`src/rtl/driver_stats_pkg.sv`:
```
// Shared types, frame layout and length helpers for the driver statistics reader.
// Latency: n/a (definitions only). Backpressure: n/a. Honours DRIVER_STATS_CHECKSUM_EN.
package driver_stats_pkg;

    typedef enum logic [1:0] {
        IDLE = 2'd0,
        SEND = 2'd1,
        CSUM = 2'd2
    } state_t;

    localparam logic [15:0] HDR_TAG_DEF  = 16'hD5A7;
    localparam int          DEF_NUM_BINS = 16;

    localparam int HDR_IDX   = 0;
    localparam int ADDR_BASE = 1;

    function automatic int vctr_base(input int nb);
        return ADDR_BASE + nb / 2;
    endfunction

    function automatic int occ_idx(input int nb);
        return vctr_base(nb) + nb / 2;
    endfunction

    function automatic int cyc_idx(input int nb);
        return occ_idx(nb) + 1;
    endfunction

    // Trailing checksum word, when enabled, adds one word after the cycle counters.
    function automatic int frame_len(input int nb);
`ifdef DRIVER_STATS_CHECKSUM_EN
        return nb + 4;
`else
        return nb + 3;
`endif
    endfunction

    localparam int VCTR_BASE = vctr_base(DEF_NUM_BINS);
    localparam int OCC_IDX   = occ_idx(DEF_NUM_BINS);
    localparam int CYC_IDX   = cyc_idx(DEF_NUM_BINS);

endpackage

```
`src/rtl/driver_stats_reader_if.sv`:
```
// 32-bit statistics stream toward the host register/DMA path.
// Latency: n/a (wiring only). Backpressure: stat_tready from the slave stalls the master.
interface driver_stats_reader_if;

    logic [31:0] stat_tdata;
    logic        stat_tvalid;
    logic        stat_tready;
    logic        stat_tlast;

    modport master (
        output stat_tdata,
        output stat_tvalid,
        output stat_tlast,
        input  stat_tready
    );

    modport slave (
        input  stat_tdata,
        input  stat_tvalid,
        input  stat_tlast,
        output stat_tready
    );

endinterface

```
`src/rtl/driver_stats_snapshot.sv`:
```
// Capture register bank for one statistics frame plus a word-select mux by frame index.
// Latency: capture on the i_cap edge, word select combinational. Backpressure: none (index held by caller).
module driver_stats_snapshot
    import driver_stats_pkg::*;
#(
    parameter int          NUM_BINS = DEF_NUM_BINS,
    parameter logic [15:0] HDR_TAG  = HDR_TAG_DEF
) (
    input  logic                    clk,
    input  logic                    reset,
    input  logic                    i_cap,
    input  logic [7:0]              i_seq,
    input  logic [16*NUM_BINS-1:0]  i_addr_bins,
    input  logic [16*NUM_BINS-1:0]  i_vctr_bins,
    input  logic [15:0]             i_addr_cyc,
    input  logic [15:0]             i_vctr_cyc,
    input  logic [15:0]             i_occ_addr,
    input  logic [15:0]             i_occ_vctr,
    input  logic [7:0]              i_idx,
    output logic [31:0]             o_word
);

    localparam int          OW    = $clog2(16 * NUM_BINS);
    localparam logic [7:0]  L_HDR = 8'(HDR_IDX);
    localparam logic [7:0]  L_AB  = 8'(ADDR_BASE);
    localparam logic [7:0]  L_VB  = 8'(vctr_base(NUM_BINS));
    localparam logic [7:0]  L_OCC = 8'(occ_idx(NUM_BINS));
    localparam logic [7:0]  L_CYC = 8'(cyc_idx(NUM_BINS));
    localparam logic [7:0]  L_LEN = 8'(frame_len(NUM_BINS));

    logic [16*NUM_BINS-1:0] r_addr;
    logic [16*NUM_BINS-1:0] r_vctr;
    logic [31:0]            r_occ;
    logic [31:0]            r_cyc;
    logic [7:0]             r_seq;

    logic [7:0]             w_k;
    logic [OW-1:0]          w_off;

    always_ff @(posedge clk or negedge reset) begin
        if (!reset) begin
            r_addr <= '0;
            r_vctr <= '0;
            r_occ  <= '0;
            r_cyc  <= '0;
            r_seq  <= '0;
        end else if (i_cap) begin
            r_addr <= i_addr_bins;
            r_vctr <= i_vctr_bins;
            r_occ  <= {i_occ_vctr, i_occ_addr};
            r_cyc  <= {i_vctr_cyc, i_addr_cyc};
            r_seq  <= i_seq;
        end
    end

    // Bin pair k occupies bits [32k+31:32k], so the odd bin lands in the upper half.
    always_comb begin
        w_k = '0;
        if (i_idx >= L_VB) w_k = i_idx - L_VB;
        else               w_k = i_idx - L_AB;
    end

    assign w_off = OW'({w_k, 5'd0});

    always_comb begin
        o_word = '0;
        if (i_idx == L_HDR)      o_word = {HDR_TAG, r_seq, L_LEN};
        else if (i_idx < L_VB)   o_word = r_addr[w_off +: 32];
        else if (i_idx < L_OCC)  o_word = r_vctr[w_off +: 32];
        else if (i_idx == L_OCC) o_word = r_occ;
        else if (i_idx == L_CYC) o_word = r_cyc;
    end

endmodule

```
`src/rtl/driver_stats_reader.sv`:
```
// Single-cycle statistics snapshot streamed as a framed 32-bit valid/ready sequence (DRIVER_STATS_CHECKSUM_EN adds an XOR trailer).
// Latency: first word valid one cycle after the accepted snap_req. Backpressure: words hold stable while stat_tready is low.
module driver_stats_reader
    import driver_stats_pkg::*;
#(
    parameter int          NUM_BINS = DEF_NUM_BINS,
    parameter logic [15:0] HDR_TAG  = HDR_TAG_DEF
) (
    input  logic                    clk,
    input  logic                    reset,
    input  logic                    snap_req,
    input  logic [16*NUM_BINS-1:0]  addr_bins,
    input  logic [16*NUM_BINS-1:0]  vctr_bins,
    input  logic [15:0]             addr_cycle_cnt,
    input  logic [15:0]             vctr_cycle_cnt,
    input  logic [15:0]             words_in_addr_fifo,
    input  logic [15:0]             words_in_vctr_fifo,
    driver_stats_reader_if.master   strm,
    output logic                    busy,
    output logic [7:0]              snap_seq,
    output logic [7:0]              drop_cnt
);

    localparam logic [7:0] L_CYC = 8'(cyc_idx(NUM_BINS));

    state_t      r_state;
    state_t      w_nxt;
    logic [7:0]  r_idx;
    logic [7:0]  r_seq;
    logic [7:0]  r_drop;
    logic        w_xfer;
    logic        w_cap;
    logic        w_last_dat;
    logic [31:0] w_word;

    driver_stats_snapshot #(
        .NUM_BINS (NUM_BINS),
        .HDR_TAG  (HDR_TAG)
    ) u_snap (
        .clk         (clk),
        .reset       (reset),
        .i_cap       (w_cap),
        .i_seq       (r_seq + 8'd1),
        .i_addr_bins (addr_bins),
        .i_vctr_bins (vctr_bins),
        .i_addr_cyc  (addr_cycle_cnt),
        .i_vctr_cyc  (vctr_cycle_cnt),
        .i_occ_addr  (words_in_addr_fifo),
        .i_occ_vctr  (words_in_vctr_fifo),
        .i_idx       (r_idx),
        .o_word      (w_word)
    );

    assign w_xfer     = strm.stat_tvalid & strm.stat_tready;
    assign w_last_dat = (r_idx == L_CYC);

    always_comb begin
        w_nxt = r_state;
        w_cap = 1'b0;
        case (r_state)
            IDLE: begin
                if (snap_req) begin
                    w_nxt = SEND;
                    w_cap = 1'b1;
                end
            end
            SEND: begin
                if (w_xfer && w_last_dat) begin
`ifdef DRIVER_STATS_CHECKSUM_EN
                    w_nxt = CSUM;
`else
                    w_nxt = IDLE;
`endif
                end
            end
`ifdef DRIVER_STATS_CHECKSUM_EN
            CSUM: begin
                if (w_xfer) w_nxt = IDLE;
            end
`endif
            default: w_nxt = IDLE;
        endcase
    end

    always_ff @(posedge clk or negedge reset) begin
        if (!reset) begin
            r_state <= IDLE;
            r_idx   <= '0;
            r_seq   <= '0;
            r_drop  <= '0;
        end else begin
            r_state <= w_nxt;
            if (w_cap) begin
                r_idx <= '0;
                r_seq <= r_seq + 8'd1;
            end else if (w_xfer && (r_state == SEND)) begin
                r_idx <= r_idx + 8'd1;
            end
            if (snap_req && (r_state != IDLE) && (r_drop != 8'hFF))
                r_drop <= r_drop + 8'd1;
        end
    end

`ifdef DRIVER_STATS_CHECKSUM_EN
    logic [31:0] r_csum;

    // Folded in at each accepted data word so the trailer covers exactly what left the port.
    always_ff @(posedge clk or negedge reset) begin
        if (!reset)                              r_csum <= '0;
        else if (w_cap)                          r_csum <= '0;
        else if (w_xfer && (r_state == SEND))    r_csum <= r_csum ^ w_word;
    end
`endif

    // Outputs decode straight from state so a reset drops tvalid without waiting for a clock.
    always_comb begin
        strm.stat_tvalid = (r_state != IDLE);
        strm.stat_tlast  = 1'b0;
        strm.stat_tdata  = '0;
        case (r_state)
            SEND: begin
                strm.stat_tdata = w_word;
`ifndef DRIVER_STATS_CHECKSUM_EN
                strm.stat_tlast = w_last_dat;
`endif
            end
`ifdef DRIVER_STATS_CHECKSUM_EN
            CSUM: begin
                strm.stat_tdata = r_csum;
                strm.stat_tlast = 1'b1;
            end
`endif
            default: ;
        endcase
    end

    assign busy     = (r_state != IDLE);
    assign snap_seq = r_seq;
    assign drop_cnt = r_drop;

endmodule

```
`src/flat_wrapper.sv`:
```
// flat-port wrapper written by rule: the top's interface ports become plain ports
module driver_stats_reader_flat import driver_stats_pkg::*;
#(
    parameter int          NUM_BINS = DEF_NUM_BINS,
    parameter logic [15:0] HDR_TAG  = HDR_TAG_DEF
)
  (clk, reset, snap_req, addr_bins, vctr_bins, addr_cycle_cnt, vctr_cycle_cnt, words_in_addr_fifo, words_in_vctr_fifo, busy, snap_seq, drop_cnt, strm_stat_tdata, strm_stat_tvalid, strm_stat_tlast, strm_stat_tready);
  driver_stats_reader_if strm_i ();
  input  logic clk;
  input  logic reset;
  input  logic snap_req;
  input  logic [16*NUM_BINS-1:0] addr_bins;
  input  logic [16*NUM_BINS-1:0] vctr_bins;
  input  logic [15:0] addr_cycle_cnt;
  input  logic [15:0] vctr_cycle_cnt;
  input  logic [15:0] words_in_addr_fifo;
  input  logic [15:0] words_in_vctr_fifo;
  output logic busy;
  output logic [7:0] snap_seq;
  output logic [7:0] drop_cnt;
  output wire logic [$bits(strm_i.stat_tdata)-1:0] strm_stat_tdata;
  output wire logic [$bits(strm_i.stat_tvalid)-1:0] strm_stat_tvalid;
  output wire logic [$bits(strm_i.stat_tlast)-1:0] strm_stat_tlast;
  input wire logic [$bits(strm_i.stat_tready)-1:0] strm_stat_tready;
  assign strm_stat_tdata = strm_i.stat_tdata;
  assign strm_stat_tvalid = strm_i.stat_tvalid;
  assign strm_stat_tlast = strm_i.stat_tlast;
  assign strm_i.stat_tready = strm_stat_tready;
  driver_stats_reader #(.NUM_BINS(NUM_BINS), .HDR_TAG(HDR_TAG)) u_core (.clk(clk), .reset(reset), .snap_req(snap_req), .addr_bins(addr_bins), .vctr_bins(vctr_bins), .addr_cycle_cnt(addr_cycle_cnt), .vctr_cycle_cnt(vctr_cycle_cnt), .words_in_addr_fifo(words_in_addr_fifo), .words_in_vctr_fifo(words_in_vctr_fifo), .strm(strm_i), .busy(busy), .snap_seq(snap_seq), .drop_cnt(drop_cnt));
endmodule
```
`config.mk`:
```
export PLATFORM = sky130hd
export DESIGN_NAME = driver_stats_reader_flat
export DESIGN_NICKNAME = d
export VERILOG_FILES = /design/src/rtl/driver_stats_pkg.sv /design/src/rtl/driver_stats_reader_if.sv /design/src/rtl/driver_stats_snapshot.sv /design/src/rtl/driver_stats_reader.sv /design/src/flat_wrapper.sv
export SDC_FILE = /design/constraint.sdc
export NUM_CORES = 1
export LEC_CHECK = 0
export BUFFER_PORTS_ARGS = -buffer_cell sky130_fd_sc_hd__clkbuf_2
export CAP_MARGIN = 20
export CORE_MARGIN = 4
export CORE_UTILIZATION = 50
export DETAILED_ROUTE_END_ITERATION = 7
export GPL_TIMING_DRIVEN = 0
export PLACE_DENSITY_LB_ADDON = 0.05
export SLEW_MARGIN = 10
export SYNTH_ARGS = -nofsm -noshare
export SYNTH_HDL_FRONTEND = slang
export SYNTH_SLANG_ARGS = --single-unit
```
`constraint.sdc`:
```
create_clock -name clk -period 3.95 [get_ports clk]
set_clock_uncertainty 0.15 [all_clocks]
set_input_delay 0.5925 -clock clk [delete_from_list [all_inputs] [get_ports clk]]
set_output_delay 0.5925 -clock clk [all_outputs]
set_load 0.05 [all_outputs]
```
==> impl_metrics.py, run 1 <==
metrics = {
    "power": {
        "powerDensity_nw_per_um2": 1060,
        "p_leak_nw": 16.9,
        "max-vdd-ir-drop_mv": 0.756,
    },
    "clock_network": {
        "cts_sinks": 601,
        "path_clk_slew_ps": 70,
        "cts_tree": "yes",
        "cts_root_buf": "clkbuf_16",
        "cts_buffers": 66,
        "clock_path_buffers": 3,
        "insertion_delay_ps": 590,
        "h-tree-depth": 3,
    },
    "synth": {
        "synth_edf_count": 0,
        "ys_ff_latch": 601,
        "synth-async-reset-ratio_pct": 100,
        "ys_warn_count": 0,
        "synth_area_leaders": "dfrtp_1 55%, mux2_2 24%, mux2i_1 5.8%, mux4_2 3.9%, a22oi_1 2.2%",
        "yosys.cell_types.count": 43,
        "synthesis.area_um2": 27600,
        "synth_seq_area_share_pct": 54.6,
        "avgSynthCellArea_um2": 14.6,
        "synth_top_area_cell": "dfrtp_1",
        "synth-main-ff-cell": "dfrtp_1",
        "synth_nets": 2480,
        "synth_top_area_share_pct": 54.6,
        "syn_inst": 1893,
    },
    "final_layout": {
        "final_net_count": 3216,
        "layout_common_cells": "609 x clkbuf_2, 600 x dfrtp_1, 578 x mux2_2",
        "stdcell_count": 3393,
        "layout_commonest_cell": "clkbuf_2",
        "area_growth_pct": 33.7,
        "layout-drive-gt1-share_pct": 64.7,
        "final_cell_area_um2": 36800,
    },
    "floorplanning": {
        "die_w_um": 243,
        "die_height_um": 243,
        "core_um2": 54200,
        "initial_core_util_pct": 50.8,
        "top_level_ports": 631,
        "die_area_um2": 58900,
        "num_rows": 85,
    },
    "worst_setup_path": {
        "crit_path_top_delay_cell": "mux4_2",
        "path_max_fanout": 6,
        "slowest_delay_ps": 540,
        "end_kind": "output pin",
        "critPathBufInv": 5,
        "r2r_cells": 6,
        "crit_arrival_ps": 3210,
        "cp_top_family": "multiplexers",
        "cp_cell_sequence": "inv_2 -> ha_4 -> buf_12 -> buf_12 -> buf_16 -> mux4_2 -> mux2_4 -> a21oi_4 -> o31ai_4 -> buf_8",
        "crit_type": "reg -> out",
        "path_depth": 10,
        "crit_top_cell": "buf_12",
        "start_kind": "register",
        "required_ps": 3210,
    },
    "sta": {
        "fin_ws_ps": 1.50,
        "hold_viol_final": 0,
        "fmax_ghz": 0.253,
        "period_share_pct": 100,
        "finalMaxSlewViolations": 0,
        "whs_ps": 70.0,
        "fin_setup_tns_ps": 0,
        "rsz0062_at_grt": "true",
        "setup_viol": 0,
        "relSlewSlack_pct": 47.1,
        "max_slew.worst_pin.slew_ps": 793,
        "min_period_ps": 3950,
    },
    "drt": {
        "route.met3.wl_um": 8060,
        "viasPerCell": 5.84,
        "wl_met1_um": 36900,
        "routed-wl-met2_um": 51200,
        "postRouteAntennaNets": 0,
        "drt-pass1-iter-count": 7,
        "wire_per_inst_um": 29.7,
        "drc": 0,
        "drt_iter0_markers": 1248,
        "vias": 19800,
        "totalWireLength_um": 101000,
        "highest_layer": "met5",
    },
    "place": {
        "pre_cts_ws_ps": -1380,
        "dp_cells": 3226,
        "numPortBuffers": 630,
        "place_congestion": 0.896,
        "place_area_um2": 32200,
        "dp_hpwl_um": 78700,
    },
    "global_routing": {
        "grt_max_degree": 103,
        "grt_pass1_vias": 21800,
        "grt_pass1_wl_um": 146000,
        "grt.total_usage_pct": 33.9,
        "grt_overflow_total": 0,
        "antenna_found_initial": 28,
    },
    "worst_hold_path": {
        "hold_depth": 2,
        "hold_path_class": "in -> reg",
    },
    "flow_run": {
        "cap_violations": 0,
    },
    "run_status": {
        "status": "completed",
    },
}
what timing repair did:
action	4_1_cts	5_1_grt
hold buffers	1	0
endpoints found under the hold margin	60	0
gates resized for setup	369	88
pin swaps	49	35
endpoints found under the setup margin	32	32
gates cloned	6	2
buffers inserted	26	0
logic make-up (layout without fill, tap and decap cells):
family,after synthesis,after routing,share of synthesized area (%)
AOI/OAI and AO/OA,239,239,6.23
xor gates and xnor gates,21,21,0.695
adders and majority gates,7,7,0.318
buffers and inverters,147,932,2.77
DFF,601,601,54.6
muxes,799,799,33.9
other,0,19,0
and+or+nand+nor,79,79,1.53
state kept, by name, summed over array words and instances, names as in the netlist:
name / cells
u_core.u_snap.r_addr: 256
u_core.r_state: 1
u_core.snap_seq: 8
u_core.u_snap.r_occ: 32
u_core.r_idx: 8
u_core.u_snap.r_cyc: 32
u_core.drop_cnt: 8
u_core.u_snap.r_vctr: 256
stage by stage:
stage | util, % | power (W)
6_report | 67.9 | 0.0390
4_1_cts | 67.3 | 0.0382
5_1_grt | 67.9 | 0.0406
2_1_floorplan | - | 0.0221
3_3_place_gp | 59.0 | 0.0274
3_5_place_dp | 59.3 | 0.0277
cell usage after synthesis (5+ instances only):
cell / count
ha_1: 7
a22o_1: 21
dfrtp_1: 601
o31ai_1: 22
nor3_1: 13
buf_2: 84
buf_6: 5
and2_1: 13
a21oi_1: 67
a211oi_1: 11
mux2i_1: 160
xnor2_1: 13
clkbuf_1: 34
nand4_1: 6
mux2_2: 591
nand2_1: 12
a221oi_2: 11
a32oi_1: 8
nor2_1: 15
mux4_2: 48
nand3_1: 6
a22oi_1: 80
o21ai_0: 9
buf_4: 15
xor2_1: 7
layer usage:
layer,up-vias,GRT usage (%)
li1,8545,-
met1,10300,39.7
met2,744,58.8
met3,221,10.3
met4,16,13.0
met5,-,0
report_power, final:
group / leakage (nW) / switching [W] / internal [W]
clock network: 1.09 / 0.00250 / 0.00376
registers: 7.39 / 0.00180 / 0.00922
logic: 8.46 / 0.0117 / 0.0101
total: 16.9 / 0.0159 / 0.0231
layout make-up:
class	count	area, um2
Inverter	4	20.0
Tap cell	696	871
Sequential cell	601	15000
Buffer	140	1120
Multi-Input combinational cell	1145	13400
Clock buffer	108	2140
Fill cell	3992	17400
Clock inverter	9	72.6
Timing Repair Buffer	671	4150
Antenna cell	19	47.5
final timing paths:
| check | startpoint | end | slack, ps |
|---|---|---|---|
| setup / recovery | u_core.r_idx[1]$_DFFE_PN0P_ | strm_stat_tdata[4] | 1 |
| hold / removal | addr_bins[247] | u_core.u_snap.r_addr[247]$_DFFE_PN0P_ | 70 |
| setup reg to reg | u_core.r_state[0]$_DFFE_PN0P_ | u_core.u_snap.r_addr[8]$_DFFE_PN0P_ | 840 |
| hold reg to reg | u_core.u_snap.r_addr[99]$_DFFE_PN0P_ | u_core.u_snap.r_addr[99]$_DFFE_PN0P_ | 350 |
| max in group asynchronous | reset | u_core.u_snap.r_addr[54]$_DFFE_PN0P_ | 1420 |
| min in group asynchronous | reset | u_core.u_snap.r_vctr[82]$_DFFE_PN0P_ | 430 |
(Power assumes the default switching activity.)
==> inputs of run 2 (changes only) <==
==> constraint.sdc (replaced) <==
create_clock -name clk -period 4 [get_ports clk]
set_clock_uncertainty 0.15 [all_clocks]
set_input_delay 0.6 -clock clk [delete_from_list [all_inputs] [get_ports clk]]
set_output_delay 0.6 -clock clk [all_outputs]
set_load 0.05 [all_outputs]
==> run 2 against run 1 <==
  * The run now ends with negative setup slack left
  * Die area unchanged
  * Critical path depth is 2 higher
  * Non-clock buffer count grew 10
  * Register-to-register slack gained 170 ps
  * Cell count increased by 0.24%
  * Largest cell class unchanged
==> impl_metrics.py, run 2 (synthesized netlist as in run 1, its figures left out) <==
metrics = {
    "final_layout": {
        "layout-drive-gt1-share_pct": 64.6,
        "layout_common_cells": "605 x clkbuf_2, 600 x dfrtp_1, 584 x mux2_2",
        "layout_commonest_cell": "clkbuf_2",
        "n_fill_cell": 4023,
        "ff_latch_area_um2": 15000,
        "multi_input_area_um2": 13300,
        "reg.largest.list": "u_core.u_snap.r_addr: 256 flops, u_core.u_snap.r_vctr: 256 flops",
        "utilization_pct": 67.5,
        "final_cell_area_um2": 36600,
        "final_net_count": 3221,
        "area_growth_pct": 33.0,
    },
    "sta": {
        "max_slew.worst_pin.slew_ps": 885,
        "setup_viol": 1,
        "fmax_ghz": 0.249,
        "finalMaxSlewViolations": 0,
        "whs_ps": 42.3,
        "rsz0062_at_grt": "true",
        "min_period_ps": 4020,
        "relSlewSlack_pct": 41.0,
        "period_share_pct": 100,
        "hold_viol_final": 0,
        "fin_setup_tns_ps": -18.3,
        "fin_ws_ps": -18.3,
    },
    "drt": {
        "totalWireLength_um": 101000,
        "drt_iter0_markers": 1214,
        "drc": 0,
        "postRouteAntennaNets": 0,
        "wire_per_inst_um": 29.8,
        "viasPerCell": 5.83,
        "vias": 19800,
        "drt-pass1-iter-count": 7,
    },
    "power": {
        "netSwitchingFraction_pct": 41.3,
        "seq_power_share_pct": 28.6,
        "p_comb_share_pct": 56.1,
        "power_frac_clock_pct": 15.3,
        "max-vdd-ir-drop_mv": 0.701,
        "internal_power_w": 0.0223,
        "p_leak_nw": 16.9,
        "finalPower_w": 0.0380,
        "net-switching-power_w": 0.0157,
        "powerDensity_nw_per_um2": 1040,
    },
    "floorplanning": {
        "core_um2": 54200,
        "top_level_ports": 631,
        "die_w_um": 243,
        "num_rows": 85,
        "die_area_um2": 58900,
        "die_height_um": 243,
        "initial_core_util_pct": 50.8,
    },
    "worst_setup_path": {
        "crit_top_cell": "buf_12",
        "slowest_delay_ps": 410,
        "critPathLaunch": "u_core.r_idx[0]$_DFFE_PN0P_",
        "crit_type": "reg -> out",
        "crit_path_top_delay_cell": "dfrtp_2",
        "path_max_fanout": 5,
        "start_kind": "register",
        "crit_arrival_ps": 3270,
        "reg2reg_slack_ps": 1010,
        "cp_cell_sequence": "clkinv_4 -> ha_4 -> buf_12 -> buf_12 -> buf_16 -> buf_12 -> buf_12 -> mux2i_2 -> a22oi_2 -> a21oi_4 -> o31ai_4 -> buf_8",
        "required_ps": 3250,
        "end_kind": "output pin",
        "r2r-start": "u_core.r_state[0]$_DFFE_PN0P_",
    },
    "clock_network": {
        "clock_path_buffers": 3,
        "cts_sinks": 601,
        "cts_tree": "yes",
        "insertion_delay_ps": 640,
        "path_clk_slew_ps": 60,
        "h-tree-depth": 2,
        "cts_buffers": 61,
        "cts_root_buf": "clkbuf_16",
    },
    "worst_hold_path": {
        "min_from": "addr_bins[74]",
        "hold_path_class": "in -> reg",
    },
    "place": {
        "numPortBuffers": 630,
        "dp_hpwl_um": 79400,
        "place_area_um2": 32200,
        "place_congestion": 0.950,
    },
    "global_routing": {
        "grt_pass1_vias": 21500,
        "grt.total_usage_pct": 33.5,
        "grt_overflow_total": 0,
        "antenna_found_initial": 36,
        "grt_max_degree": 105,
        "grt_pass1_wl_um": 145000,
    },
    "run_status": {
        "status": "complete, but fails checks",
        "violations": "negative setup slack",
    },
    "flow_run": {
        "cap_violations": 0,
    },
}
## run 2: repair_timing
action,4_1_cts,5_1_grt
pin swaps,46,19
setup buffers,17,20
hold buffers,1,0
endpoints found under the hold margin,62,0
gates resized for setup,383,50
setup endpoints to repair,33,32
cloned,3,4
## run 2: cell type report
| class | count | area share, % |
|---|---|---|
| diodes | 22 | 0.150 |
| plain buffers | 139 | 3.17 |
| clock buffers | 98 | 5.13 |
| clock inverters | 14 | 0.423 |
| inverters | 4 | 0.0546 |
| multi-input cells | 1145 | 36.2 |
| flip-flops and latches | 601 | 41.1 |
| well taps | 696 | 2.38 |
| repair buffers | 682 | 11.4 |
## run 2: power by group through the flow
| stage | Combinational (W) | Sequential (W) | Clock, W |
|---|---|---|---|
| 2_1_floorplan | 0.0114 | 0.0104 | 0 |
| 3_3_place_gp | 0.0164 | 0.0107 | 0 |
| 3_5_place_dp | 0.0166 | 0.0108 | 0 |
| 4_1_cts | 0.0205 | 0.0108 | 0.00587 |
| 5_1_grt | 0.0221 | 0.0112 | 0.00614 |
| 6_report | 0.0213 | 0.0109 | 0.00581 |
## run 2: routing by layer
metal / GRT usage [%] / wire length (um) / up-vias
li1: - / - / 8564
met1: 39.2 / 36900 / 10400
met2: 58.4 / 52000 / 682
met3: 10.4 / 8360 / 188
met4: 12.2 / 3860 / 28
met5: 0 / 180 / -
## run 2: metrics by stage
| stage | setup slack (ps) | cells |
|---|---|---|
| floorplan | -81.0 | 1893 |
| global placement | -11670 | 3219 |
| detailed placement | -1500 | 3225 |
| CTS | -222 | 3357 |
| global route | -76.5 | 3396 |
| finish | -18.3 | 3401 |
## run 2: final timing paths
| kind | endpoint | depth (start not counted) |
|---|---|---|
| worst max-delay path | strm_stat_tdata[21] | 12 |
| worst min-delay path | u_core.u_snap.r_addr[74]$_DFFE_PN0P_ | 2 |
| worst max register to register | u_core.u_snap.r_addr[7]$_DFFE_PN0P_ | 6 |
| worst min register to register | u_core.u_snap.r_addr[100]$_DFFE_PN0P_ | 1 |
| max in group asynchronous | u_core.r_idx[0]$_DFFE_PN0P_ | 5 |
| min in group asynchronous | u_core.u_snap.r_vctr[47]$_DFFE_PN0P_ | 2 |
## run 2: worst max-delay path, delay by kind of cell, from the launching register on
family,cells,cell delay (ps)
muxes,1,140
adders and majority gates,1,260
buffers and inverters,7,1000
AOI/OAI and AO/OA,3,810
DFF,1,410
